### config.mk
export PLATFORM = sky130hd
export DESIGN_NAME = module_bus_arbiter
export DESIGN_NICKNAME = d
export VERILOG_FILES = /design/src/rtl/module_bus_arbiter.sv
export SDC_FILE = /design/constraint.sdc
export NUM_CORES = 1
export LEC_CHECK = 0
export CORE_MARGIN = 4
export CORE_UTILIZATION = 40
export CTS_BUF_LIST = sky130_fd_sc_hd__clkbuf_16
export DETAILED_ROUTE_END_ITERATION = 7
export GPL_ROUTABILITY_DRIVEN = 0
export HOLD_SLACK_MARGIN = 0.05
export PLACE_DENSITY = 0.81
export SETUP_SLACK_MARGIN = 0.05
export SLEW_MARGIN = 15
export SYNTH_ARGS = -nofsm -noshare
export SYNTH_HDL_FRONTEND = slang
export SYNTH_SLANG_ARGS = --single-unit
### constraint.sdc
create_clock -name wb_clk_i -period 6.35 [get_ports wb_clk_i]
set_input_delay 1.27 -clock wb_clk_i [delete_from_list [all_inputs] [get_ports wb_clk_i]]
set_output_delay 1.27 -clock wb_clk_i [all_outputs]
set_load 0.03 [all_outputs]
### src/rtl/module_bus_arbiter.sv
// Round-robin arbiter granting N_REQ requesters access to a shared module register bus.
// Latency: acceptance (req_ready_o) in the IDLE cycle, bus access next cycle, rsp_valid_o 2 cycles after acceptance.
// Backpressure: one transaction in flight; requests hold valid until req_ready_o, one grant per 3 cycles.
module module_bus_arbiter #(
    parameter int N_MODULES = 4,
    parameter int N_REQ     = 2
) (
    input  logic                 wb_clk_i,
    input  logic                 wb_rst_i,
    input  logic [N_REQ-1:0]     req_valid_i,
    input  logic [N_REQ-1:0]     req_we_i,
    input  logic [3*N_REQ-1:0]   req_addr_i,
    input  logic [32*N_REQ-1:0]  req_wdata_i,
    output logic [N_REQ-1:0]     req_ready_o,
    output logic [N_REQ-1:0]     rsp_valid_o,
    output logic [31:0]          rsp_data_o,
    output logic                 rsp_err_o,
    output logic                 we_o,
    output logic [2:0]           addr_o,
    output logic [31:0]          wdata_o,
    input  logic [31:0]          rdata_i
);

    localparam int PW = (N_REQ > 1) ? $clog2(N_REQ) : 1;

    typedef enum logic [1:0] {
        IDLE   = 2'd0,
        ACCESS = 2'd1,
        RESP   = 2'd2
    } state_t;

    state_t             state_q;
    logic [PW-1:0]      rr_ptr_q;
    logic [PW-1:0]      owner_q;
    logic               txn_we_q;
    logic               txn_err_q;
    logic [N_REQ-1:0]   rsp_valid_q;
    logic [31:0]        rsp_data_q;
    logic               rsp_err_q;
    logic               bus_we_q;
    logic [2:0]         bus_addr_q;
    logic [31:0]        bus_wdata_q;

    logic               found;
    logic [PW-1:0]      winner;
    logic [PW-1:0]      idx;
    logic               win_we;
    logic [2:0]         win_addr;
    logic [31:0]        win_wdata;
    logic               win_addr_ok;

    // Round-robin search starting at rr_ptr_q, first valid requester wins
    always_comb begin
        found  = 1'b0;
        winner = '0;
        idx    = '0;
        for (int i = 0; i < N_REQ; i++) begin
            idx = PW'((int'(rr_ptr_q) + i) % N_REQ);
            if (!found && req_valid_i[idx]) begin
                found  = 1'b1;
                winner = idx;
            end
        end
    end

    // Winner's request fields; module addresses 1..N_MODULES exist, 0 and above are errors
    always_comb begin
        win_we      = req_we_i[winner];
        win_addr    = req_addr_i[int'(winner)*3 +: 3];
        win_wdata   = req_wdata_i[int'(winner)*32 +: 32];
        win_addr_ok = (win_addr != 3'd0) && (int'({29'd0, win_addr}) <= N_MODULES);
    end

    // Acceptance pulse is combinational so the requester sees it in the arbitration cycle
    always_comb begin
        req_ready_o = '0;
        if (!wb_rst_i && (state_q == IDLE) && found) begin
            req_ready_o[winner] = 1'b1;
        end
    end

    // Transaction FSM; bus and response outputs are registers so reset clears them at once
    always_ff @(posedge wb_clk_i or posedge wb_rst_i) begin
        if (wb_rst_i) begin
            state_q     <= IDLE;
            rr_ptr_q    <= '0;
            owner_q     <= '0;
            txn_we_q    <= 1'b0;
            txn_err_q   <= 1'b0;
            rsp_valid_q <= '0;
            rsp_data_q  <= '0;
            rsp_err_q   <= 1'b0;
            bus_we_q    <= 1'b0;
            bus_addr_q  <= '0;
            bus_wdata_q <= '0;
        end else begin
            case (state_q)
                IDLE: begin
                    rsp_valid_q <= '0;
                    if (found) begin
                        owner_q     <= winner;
                        txn_we_q    <= win_we;
                        txn_err_q   <= !win_addr_ok;
                        bus_we_q    <= win_we && win_addr_ok;
                        bus_addr_q  <= win_addr;
                        bus_wdata_q <= win_wdata;
                        state_q     <= ACCESS;
                    end
                end
                ACCESS: begin
                    // Writes and bad addresses report zero data
                    rsp_data_q  <= (txn_we_q || txn_err_q) ? 32'd0 : rdata_i;
                    rsp_err_q   <= txn_err_q;
                    rsp_valid_q <= N_REQ'(1) << owner_q;
                    bus_we_q    <= 1'b0;
                    bus_addr_q  <= '0;
                    bus_wdata_q <= '0;
                    state_q     <= RESP;
                end
                RESP: begin
                    rsp_valid_q <= '0;
                    rr_ptr_q    <= (owner_q == PW'(N_REQ - 1)) ? '0 : owner_q + 1'b1;
                    state_q     <= IDLE;
                end
                default: begin
                    state_q <= IDLE;
                end
            endcase
        end
    end

    assign rsp_valid_o = rsp_valid_q;
    assign rsp_data_o  = rsp_data_q;
    assign rsp_err_o   = rsp_err_q;
    assign we_o        = bus_we_q;
    assign addr_o      = bus_addr_q;
    assign wdata_o     = bus_wdata_q;

endmodule

# ---- Word level (Yosys, flattened, before mapping)
# Index checks and enable logic that the tools add are counted.
dict set report op_classes {
  n_addsub 2
  multipliers 1
  n_lt_le_gt_ge 5
  eq_ne 3
  shifts 3
  muxes 24
  reduce_logical 17
}
# op count
set ops {}
lappend ops {{2-to-1 mux 32 bit} 2}
lappend ops {{case mux 32 bit (2 select lines)} 1}
lappend ops {{indexed part select 64 x 7 -> 32 bit} 1}
lappend ops {{2-to-1 mux 1 bit} 13}
lappend ops {{case mux 2 bit (2 select lines)} 2}
lappend ops {{logical AND 1 bit} 6}
lappend ops {{< comparator 1 x 2 -> 1 bit (second input constant)} 3}
lappend ops {{case mux 3 bit (2 select lines)} 1}
lappend ops {{indexed part select 6 x 4 -> 3 bit} 1}
lappend ops {{2-to-1 mux 2 bit} 2}
lappend ops {{AND reduction 2 bit} 2}
lappend ops {{nonzero test 2 bit} 2}
lappend ops {{<= comparator 3 bit (second input constant)} 1}
lappend ops {{logical NOT 1 bit} 3}
lappend ops {{multiplier 1 x 2 -> 3 bit (second input constant)} 1}
lappend ops {{2-to-1 mux 3 bit} 1}
lappend ops {{nonzero test 3 bit} 1}
lappend ops {{adder 1 bit (second input constant)} 2}
lappend ops {{== test 2 x 1 -> 1 bit (second input constant)} 1}
lappend ops {{== test 2 bit (second input constant)} 1}
lappend ops {{logical NOT 2 bit} 1}
lappend ops {{!= test 2 bit (second input constant)} 1}
lappend ops {{case mux 1 bit (2 select lines)} 1}
lappend ops {{OR reduction 2 bit} 1}
lappend ops {{other kinds (4)} 4}
dict set report totals {
  ff_bits 77
  wordCells 66
}

# ---- Longest topological paths before layout
# Gate-level depths: netlist (run 1).
dict set report depth {
  word_depth 13
  depth_mapped 7
}

# ---- Worst setup path before layout (run 1)
# Ideal clock, no wire load.
dict set report synth_path {
  path_kind {input -> output}
  startpoint {input wb_rst_i}
  endpoint {output req_ready_o[0]}
  arrival_ns 3.432
  required_time_ns 5.080
  slack_ns 1.648
  path_stages 2
  path_buffers 0
  path_cell_list {inv_1 -> and3_1}
}
dict set report synth_between {
  elab_chain_cells 4
}
# item line
set synth_rtl {}
lappend synth_rtl {{from (decl)} 9} ;# input logic wb_rst_i,
lappend synth_rtl {{logical NOT 1 bit (no source line)} --}
lappend synth_rtl {{logical AND 1 bit (2 in a row)} 77} ;# if (!wb_rst_i && (state_q == IDLE) && found) begin
lappend synth_rtl {{2-to-1 mux 2 bit} 77}
lappend synth_rtl {{to (decl)} 14} ;# output logic [N_REQ-1:0] req_ready_o,
# No other way between the ends.

# ---- Final worst setup path (run 1)
dict set report layout_path {
  startpoint {input req_valid_i[0]}
  endpoint {output req_ready_o[1]}
}
dict set report layout_between {
  elab_chain_cells 11
}
# item line
set layout_rtl {}
lappend layout_rtl {{from (decl)} 10} ;# input logic [N_REQ-1:0] req_valid_i,
lappend layout_rtl {{2-to-1 mux 1 bit (implied by the code) (2 in a row)} 59} ;# if (!found && req_valid_i[idx]) begin
lappend layout_rtl {{2-to-1 mux 1 bit} 59}
lappend layout_rtl {{logical NOT 1 bit} 59}
lappend layout_rtl {{logical AND 1 bit} 59}
lappend layout_rtl {{2-to-1 mux 1 bit} 59}
lappend layout_rtl {{< comparator 1 x 2 -> 1 bit (implied by the code) or greater-or-equal comparator 1 bit (tied branches)} 78} ;# req_ready_o[winner] = 1'b1;
lappend layout_rtl {{logical AND 1 bit (implied by the code)} 78}
lappend layout_rtl {{2-to-1 mux 1 bit (implied by the code)} 78}
lappend layout_rtl {{demux 1 bit (select 1 bit)} 78}
lappend layout_rtl {{2-to-1 mux 2 bit (*)} 77}
# Every way passes the cells marked *; elsewhere a longest branch is shown, timed or not. The select of a mux whose other input is x is not followed.

==> results of run 1 <==
worst register-to-register path: stages (launching register included):
cell	delay, ns
dfrtp_1	0.48
nand2b_4	0.54
nor3_4	0.59
buf_8	0.25
a22o_1	0.16
cells in the final DEF, fill, tap and decap left out, drive strengths merged, types with 2 or more instances in the layout:
master and n:
nor2 3, mux2i 37, buf 4, o21ai 40, nand2 9, bufinv 2, clkinv 5, clkbuf 9
nand3 37, nor3 2, clkdlybuf4s50 180, xnor2 2, dfrtp 77, inv 2, a22o 32, nand2b 3
per-stage QoR:
stage	hold WS [ns]	instance area [um^2]	power, W	std cells	worst slack (ns)
2_1_floorplan	0.4611	3307	0.001556	275	1.648
3_3_place_gp	0.4615	5106	0.001994	537	2.181
3_5_place_dp	0.4711	5106	0.002021	537	2.096
4_1_cts	0.4839	5421	0.002568	553	2.077
5_1_grt	0.5185	5436	0.002697	554	1.986
6_report	0.4843	5436	0.002542	554	2.079
state kept, by name, summed over array words and instances, names as in the netlist:
register and cells:
addr_o 3, owner_q 1, rr_ptr_q 1, rsp_data_o 32
rsp_err_o 1, rsp_valid_o 2, state_q 2, txn_err_q 1
txn_we_q 1, wdata_o 32, we_o 1
how the worst min path moves through the flow:
stage	from	to	slack, ns	depth (start not counted)
2_1_floorplan	rr_ptr_q	rr_ptr_q	0.46	2
3_3_place_gp	rsp_err_o	rsp_err_o	0.46	2
3_5_place_dp	rsp_err_o	rsp_err_o	0.47	2
4_1_cts	rsp_err_o	rsp_err_o	0.48	2
5_1_grt	rsp_data_o[12]	rsp_data_o[12]	0.52	1
6_report	rsp_err_o	rsp_err_o	0.48	2
cell type report:
| cell class | instances | share of cell area |
|---|---|---|
| Sequential cell | 77 | 0.3544 |
| Inverter | 3 | 0.002301 |
| Tap cell | 102 | 0.02348 |
| Clock buffer | 9 | 0.04143 |
| Multi-Input combinational cell | 172 | 0.2235 |
| Timing Repair Buffer | 184 | 0.3383 |
| Clock inverter | 7 | 0.01657 |
cell families (layout without fill, tap and decap cells):
family,after synthesis,count (layout),share of synthesized area
flops,77,77,0.5827
xor+xnor,2,2,0.005298
compound gates,74,74,0.1521
simple gates,58,58,0.09157
buf+inv,26,203,0.05297
mux,38,38,0.1154
report_power, final:
| group | leakage [nW] | switching [W] | internal [W] |
|---|---|---|---|
| clock | 0.153 | 0.000189 | 0.000342 |
| sequential | 0.998 | 0.000112 | 0.000675 |
| combinational | 1.27 | 0.000711 | 0.000513 |
| total | 2.42 | 0.00101 | 0.00153 |
routing by layer:
metal | global-route usage | up-vias
li1 | - | 1353
met1 | 0.2364 | 1356
met2 | 0.3249 | 129
met3 | 0.05803 | 11
met4 | 0.05672 | 0
met5 | 0 | -
==> metrics.cfg, run 1 <==
[layout]
fillers = 606
syn2layout_area_growth_pct = 64.40
final-seq-area_um2 = 1927
antenna_cells = 0
multi_input_comb_area_um2 = 1215
drive_above_1_share = 0.05752
nets = 555
fin_util = 0.6892

[power]
leakage_nw = 2.420
power_density_nw_per_um2 = 467.6
irDropWorstVdd_v = 0.0001879

[timing]
setup_tns_ns = 0
worst-slew-pin-transition_ns = 0.9476
maxSlewViolCount = 0
max_freq_ghz = 0.2341
setup_viol = 0
hold_viol = 0
worst_clock_skew_ns = 0.008203
layout_min_cycle_time_ns = 4.271
rsz0062_at_grt = false
max_slew_margin = 0.3683
min_period_over_period = 0.6726

[synth]
netlist_top_cells_area = dfrtp_1, mux2i_1, a22o_1, nand3_1, o21ai_0
yosysWarningCount = 0
yosysSeqAreaShare = 0.5827
syn_area_um2 = 3307
synthesis.nets = 383
synth_edf_count = 0
yosysMostFrequentCell = dfrtp_1
yosys.area.top_type_share = 0.5827
synthFlopType = dfrtp_1
synth_top_area_cell = dfrtp_1
syn_inst = 275
synth-seq-cells = 77
syn_area_per_cell_um2 = 12.03
async_reset_ff_frac = 1.000
synth_commonest_cells = dfrtp_1, mux2i_1, nand3_1
synth_cell_type_count = 29

[clocking]
root_buffer = clkbuf_16
postCtsSetupBuffers = 0
cts_hold_buf = 0
clk_latency_ns = 0.32
cts_tree = done
cts_resized = 0
cts.clk_slew.worst_paths_ns = 0.05
clockBufferDepth = 2
clkSinkCount = 77
cts_buffers = 9
htree_num_levels = 3

[floorplan]
die_h_um = 98.93
initial_core_util = 0.4193
die_x_um = 98.93
dieArea_um2 = 9786
io_pins = 181
rows = 32
coreArea_um2 = 7888

[worst_setup_path]
crit_chain = clkdlybuf4s50_1 > nand2b_1 > nand2_2 > nor4_1 > clkdlybuf4s50_1
reg2regPathDepth = 4
cp-end-kind = primary output
cp_common_cell = clkdlybuf4s50_1
worstSetupPathType = in2out
worst-path-stages = 5
startpoint = req_valid_i[0]
critPathMaxFanout = 4
worstPathArrival_ns = 3.00
critPathTopFamily = buffers and inverters
max_stage_delay_ns = 0.72
reg2reg_setup_slack_ns = 4.26
slowest_stage = clkdlybuf4s50_1
cp.required_ns = 5.08
crit_buf_inv = 2
worstReg2RegStart = state_q[1]
r2r-end = rsp_data_o[7]
startpoint_type = input port
endpoint = req_ready_o[1]

[run]
maxCapViolCount = 0

[detailed_routing]
wirelength_um = 9374
met1_length_um = 3821
vias = 2849
routedWlPerCell_um = 16.92
ant_nets = 0
drtIter0Drc = 56
drc_errors = 0
dr_wl_met2_um = 4576
route.top_layer_used = met4
route.met3.wl_um = 861
dr.pass1.iters = 4
via_per_inst = 5.143

[global_routing]
antenna_found_initial = 0
grt_max_degree = 78
grt_first_pass_wirelength_um = 15280
grt_util_all_layers = 0.1920
grt_pass1_vias = 2921
grt_remaining_overflow = 0

[outcome]
status = finished clean

[placed_design]
dpl.hpwl_um = 6728
portBuffers = 180

[min_path]
hp-class = reg2reg

Power figures use the tool's default switching activity.
==> inputs of run 2 (changes only) <==
--- a/config.mk
+++ b/config.mk
@@ -6,12 +6,12 @@
 export NUM_CORES = 1
 export LEC_CHECK = 0
 export CORE_MARGIN = 4
-export CORE_UTILIZATION = 40
+export CORE_UTILIZATION = 35
 export CTS_BUF_LIST = sky130_fd_sc_hd__clkbuf_16
 export DETAILED_ROUTE_END_ITERATION = 7
 export GPL_ROUTABILITY_DRIVEN = 0
 export HOLD_SLACK_MARGIN = 0.05
-export PLACE_DENSITY = 0.81
+export PLACE_DENSITY = 0.75
 export SETUP_SLACK_MARGIN = 0.05
 export SLEW_MARGIN = 15
 export SYNTH_ARGS = -nofsm -noshare
==> constraint.sdc (replaced) <==
create_clock -name wb_clk_i -period 3.9 [get_ports wb_clk_i]
set_input_delay 0.78 -clock wb_clk_i [delete_from_list [all_inputs] [get_ports wb_clk_i]]
set_output_delay 0.78 -clock wb_clk_i [all_outputs]
set_load 0.03 [all_outputs]
==> run 2 against run 1 <==
  * Power rose by 66%
  * Global-route usage is 2.3 points lower
  * Register-to-register slack got worse by 2.4 ns
  * Critical path depth unchanged
  * Final area up 1.0%
  * Sequential cell count did not move
  * Critical path type unchanged
  * Highest routed layer unchanged
==> metrics.cfg, run 2 (same netlist as run 1, synthesis figures left out) <==
[outcome]
status = finished clean

[layout]
layoutNonFillerInstCount = 580  ; +4.7%
nets = 555  ; unchanged
syn2layout_area_growth_pct = 66.10
drive_above_1_share = 0.05765  ; +0.0001275
mostFrequentLayoutCells = clkdlybuf4s50_1, dfrtp_1, mux2i_1, nand3_1, a22o_1
fillers = 792  ; +31%
final-seq-area_um2 = 1927  ; unchanged
multi_input_comb_area_um2 = 1215  ; unchanged
antenna_cells = 0  ; unchanged
mostFrequentLayoutCell = clkdlybuf4s50_1

[floorplan]
coreArea_um2 = 9240  ; +17%
dieArea_um2 = 11070  ; +13%
initial_core_util = 0.3579  ; -0.06137
die_h_um = 105.2  ; +6.3%
io_pins = 181  ; unchanged
rows = 35  ; +9.4%
die_x_um = 105.2  ; +6.3%

[timing]
min_period_over_period = 0.8461
max_freq_ghz = 0.3030
layout_min_cycle_time_ns = 3.300
fin_ws_ns = 0.6000  ; -1.479 ns
max_slew_margin = 0.3510  ; -0.01731
setup_viol = 0  ; unchanged
worst_clock_skew_ns = 0.007096  ; -0.001107 ns
maxSlewViolCount = 0  ; unchanged
hold_slack_ns = 0.4802  ; -0.004099 ns
rsz0062_at_grt = false
worst-slew-pin-transition_ns = 0.9736  ; +0.02597 ns
hold_viol = 0  ; unchanged
setup_tns_ns = 0  ; unchanged

[detailed_routing]
ant_nets = 0  ; unchanged
via_per_inst = 4.821  ; -6.3%
routedWlPerCell_um = 16.07  ; -5.0%
drc_errors = 0  ; unchanged
wirelength_um = 9319  ; -0.59%
drtIter0Drc = 143  ; +160%
dr.pass1.iters = 4  ; unchanged
vias = 2796  ; -1.9%

[placed_design]
dpl.hpwl_um = 6702  ; -0.38%
pre_cts_ws_ns = 0.6127  ; -1.483 ns
portBuffers = 180  ; unchanged
place_inst = 564  ; +5.0%

[clocking]
clk_latency_ns = 0.32  ; about the same
postCtsSetupBuffers = 0  ; unchanged
root_buffer = clkbuf_16
cts_hold_buf = 0  ; unchanged
clockBufferDepth = 2  ; unchanged
cts.clk_slew.worst_paths_ns = 0.06  ; about the same
cts_resized = 0  ; unchanged
cts_tree = done
cts_buffers = 9  ; unchanged
clkSinkCount = 77  ; unchanged
htree_num_levels = 3  ; unchanged

[global_routing]
antenna_found_initial = 0  ; unchanged
grt_pass1_vias = 2950  ; +0.99%
grt_first_pass_wirelength_um = 15120  ; -1.0%
grt_remaining_overflow = 0  ; unchanged
grt_max_degree = 78  ; unchanged
grt_util_all_layers = 0.1690  ; -0.02297

[worst_setup_path]
worstSetupPathType = in2out
cp-end-kind = primary output
critPathMaxFanout = 4  ; unchanged
cp.required_ns = 3.12  ; -1.96 ns
worstPathArrival_ns = 2.52  ; -0.48 ns
startpoint_type = input port

[run]
maxCapViolCount = 0  ; unchanged

[min_path]
hp-class = reg2reg

[power]
irDropWorstVdd_v = 0.0004138  ; +120%
leakage_nw = 2.433  ; +0.52%
power_density_nw_per_um2 = 768.1  ; +64%

[run 2: cell types whose count changed in the layout (fill, tap and decap cells not counted)]
cell | previous run | this run
bufinv_16 | 2 | 3
clkinvlp_4 | 1 | 0
clkinv_2 | 3 | 2
clkinv_1 | 1 | 0
clkinv_4 | 1 | 2
[run 2: area by class of cell]
| type | instances | area share |
|---|---|---|
| tap | 129 | 0.02938 |
| sequential | 77 | 0.3508 |
| clock buffer | 9 | 0.04100 |
| inverter | 3 | 0.002278 |
| multi-input combinational | 172 | 0.2212 |
| clock inverter | 6 | 0.02050 |
| timing repair buffer | 184 | 0.3349 |
[run 2: per-layer routing]
| metal | track usage | part of all wire | up-vias |
|---|---|---|---|
| met3 | 0.05930 | 0.083 | 4 |
| li1 | - | - | 1348 |
| met5 | 0 | 0 | - |
| met1 | 0.2090 | 0.43 | 1332 |
| met4 | 0.03655 | 0.0056 | 0 |
| met2 | 0.2842 | 0.48 | 112 |
[run 2: stage by stage]
step	total power [W]	instance area [um^2]	util
detailed placement	0.003306	5140	0.5563
global route	0.004464	5493	0.5944
global placement	0.003258	5140	0.5563
floorplan	0.002533	3307	-
CTS	0.004258	5478	0.5928
finish	0.004219	5493	0.5944
[run 2: worst paths after layout]
kind | start | to | slack, ns | depth (start not counted)
max in group asynchronous | wb_rst_i | wdata_o[21] | 2.13 | 3
hold / removal | rsp_err_o | rsp_err_o | 0.48 | 2
setup / recovery | req_valid_i[0] | req_ready_o[1] | 0.60 | 5
min in group asynchronous | wb_rst_i | wdata_o[20] | 1.12 | 3
setup reg to reg | state_q[1] | rsp_data_o[11] | 1.83 | 4
hold reg to reg | rsp_err_o | rsp_err_o | 0.48 | 2
[run 2: worst max-delay path, stage by stage]
cell	delay, ns
clkdlybuf4s50_1	0.51
nand2b_1	0.18
nand2_2	0.10
nor4_1	0.22
clkdlybuf4s50_1	0.73
[run 2: power by group]
| part | internal [W] | switching (W) |
|---|---|---|
| combinational | 0.000836 | 0.00116 |
| clock | 0.000622 | 0.000316 |
| sequential | 0.00110 | 0.000182 |
==> patch: new RTL, settings of run 2 <==
Register the output `rsp_err_o` once more, cleared by the reset; this adds one clock of latency there. The other outputs are not delayed to match.
--- a/src/rtl/module_bus_arbiter.sv
+++ b/src/rtl/module_bus_arbiter.sv
@@ -131,7 +131,13 @@
 
     assign rsp_valid_o = rsp_valid_q;
     assign rsp_data_o  = rsp_data_q;
-    assign rsp_err_o   = rsp_err_q;
+    always_ff @(posedge wb_clk_i or posedge wb_rst_i) begin
+        if (wb_rst_i) begin
+            rsp_err_o <= '0;
+        end else begin
+            rsp_err_o <= rsp_err_q;
+        end
+    end
     assign we_o        = bus_we_q;
     assign addr_o      = bus_addr_q;
     assign wdata_o     = bus_wdata_q;
Check against the original RTL: not equivalent (Yosys sat finds a counterexample within 4 cycles, from zero or initial values and one cycle with wb_rst_i high).
==> patch against run 2 <==
  * Final area fell by 0.39%
  * Synthesized cell count rose by 0.36%
  * Clock skew rose by 0.0018 ns
  * Sequential cell count rose by 1
  * Routed wire length rose by 1.7%
  * Fmax rose by 1.0%
  * Combinational power barely moved
  * Total power fell by 2.8%
  * Hold slack got worse by 0.10 ns
  * Cell count rose by 0.34%
  * Synthesized area rose by 0.76%
  * Sequential share of layout area rose by 0.59 points
  * Worst setup slack improved by 0.033 ns
  * Largest cell class unchanged
==> patch: results <==
group,metric,value,unit
critical_path,arrival,2.49,ns
global_route,grt_pass1_vias,2984,
min_path,hp-start,"rsp_err_q$_DFFE_PP0P_",
pwr,leakage,2.43,nW
synth,ys_seq_area_share,58.6,%
detailed_routing,vias,2852,
critical_path,r2r_slack,1.81,ns
detailed_routing,wl_met1,3.87,mm
sta,final.setup_skew,0.00888,ns
global_route,grt_max_degree,79,
placement,dpl.hpwl,6.75,mm
outcome,status,"finished, final reports clean",
min_path,min_to,"rsp_err_o$_DFF_PP0_",
global_route,grt_pass1_wl,15.1,mm
detailed_routing,drtIter0Drc,102,
sta,slew_headroom,34.8,%
placement,dpl_cell_area,0.00516,mm2
detailed_routing,routedWlPerCell,16.3,um
final_layout,layout.nets,556,
synth,synthTopCellsByArea,"dfrtp_1 (59%), mux2i_1 (11%), a22o_1 (8.4%)",
final_layout,drive_gt1_share,5.74,%
detailed_routing,vias_per_cell,4.90,
clock_tree,root_buffer,"clkbuf_16",
pwr,max-vdd-ir-drop,344,uV
global_route,track_usage,16.8,%
synth,synthTopCellsByCount,"dfrtp_1 (78), mux2i_1 (37), nand3_1 (37)",
critical_path,worstReg2RegEnd,"rsp_data_o[22]$_DFFE_PP0P_",
min_path,hold_depth,0,
synth,synthArstFlopShare,100,%
placement,numPlacedInstances,565,
detailed_routing,routed-wl-met3,756,um
detailed_routing,dr.pass1.iters,4,
final_layout,n_antenna_cell,0,
placement,dp_slack,0.635,ns
synth,syn-num-nets,384,
synth,syn_area_per_cell,12.1,um2
sta,whs,0.376,ns
detailed_routing,wl_met2,4.74,mm
critical_path,timing.rr.start,"state_q[1]$_DFFE_PP0P_",
patch: cells by family after synthesis:
group / synth area share [%]
xor gates and xnor gates: 0.526
buffers and inverters: 5.26
and+or+nand+nor: 9.09
DFF: 58.6
muxes: 11.5
AOI/OAI and AO/OA: 15.1
patch: per-layer routing:
layer  up-vias  GRT usage, %
met1      1370          20.2
met3        10          6.67
met4         0          3.79
met5         -             0
met2       119          28.5
li1       1353             -
patch: how the worst max path moves through the flow:
stage | start | end | slack (ns) | cells after the start
5_1_grt | req_valid_i[0] | req_ready_o[1] | 0.54 | 5
4_1_cts | req_valid_i[0] | req_ready_o[1] | 0.64 | 5
6_report | req_valid_i[0] | req_ready_o[1] | 0.63 | 5
3_5_place_dp | req_valid_i[0] | req_ready_o[1] | 0.64 | 5
2_1_floorplan | wb_rst_i | req_ready_o[0] | 0.16 | 2
3_3_place_gp | req_valid_i[0] | req_ready_o[0] | 0.72 | 5
patch: final cells by class:
class,instances,area [um2]
Fill cell,794,3770
Sequential cell,78,1950
Timing Repair Buffer,184,1840
Multi-Input combinational cell,172,1210
Clock buffer,9,225
Tap cell,129,161
Clock inverter,7,66.3
Inverter,3,12.5
patch: power by group:
group | total, mW | leakage, nW | internal, mW | switching (mW)
combinational | 2.00 | 1.27 | 0.836 | 1.16
sequential | 1.30 | 1.01 | 1.11 | 0.183
clock | 0.807 | 0.150 | 0.492 | 0.315
total | 4.10 | 2.43 | 2.44 | 1.66
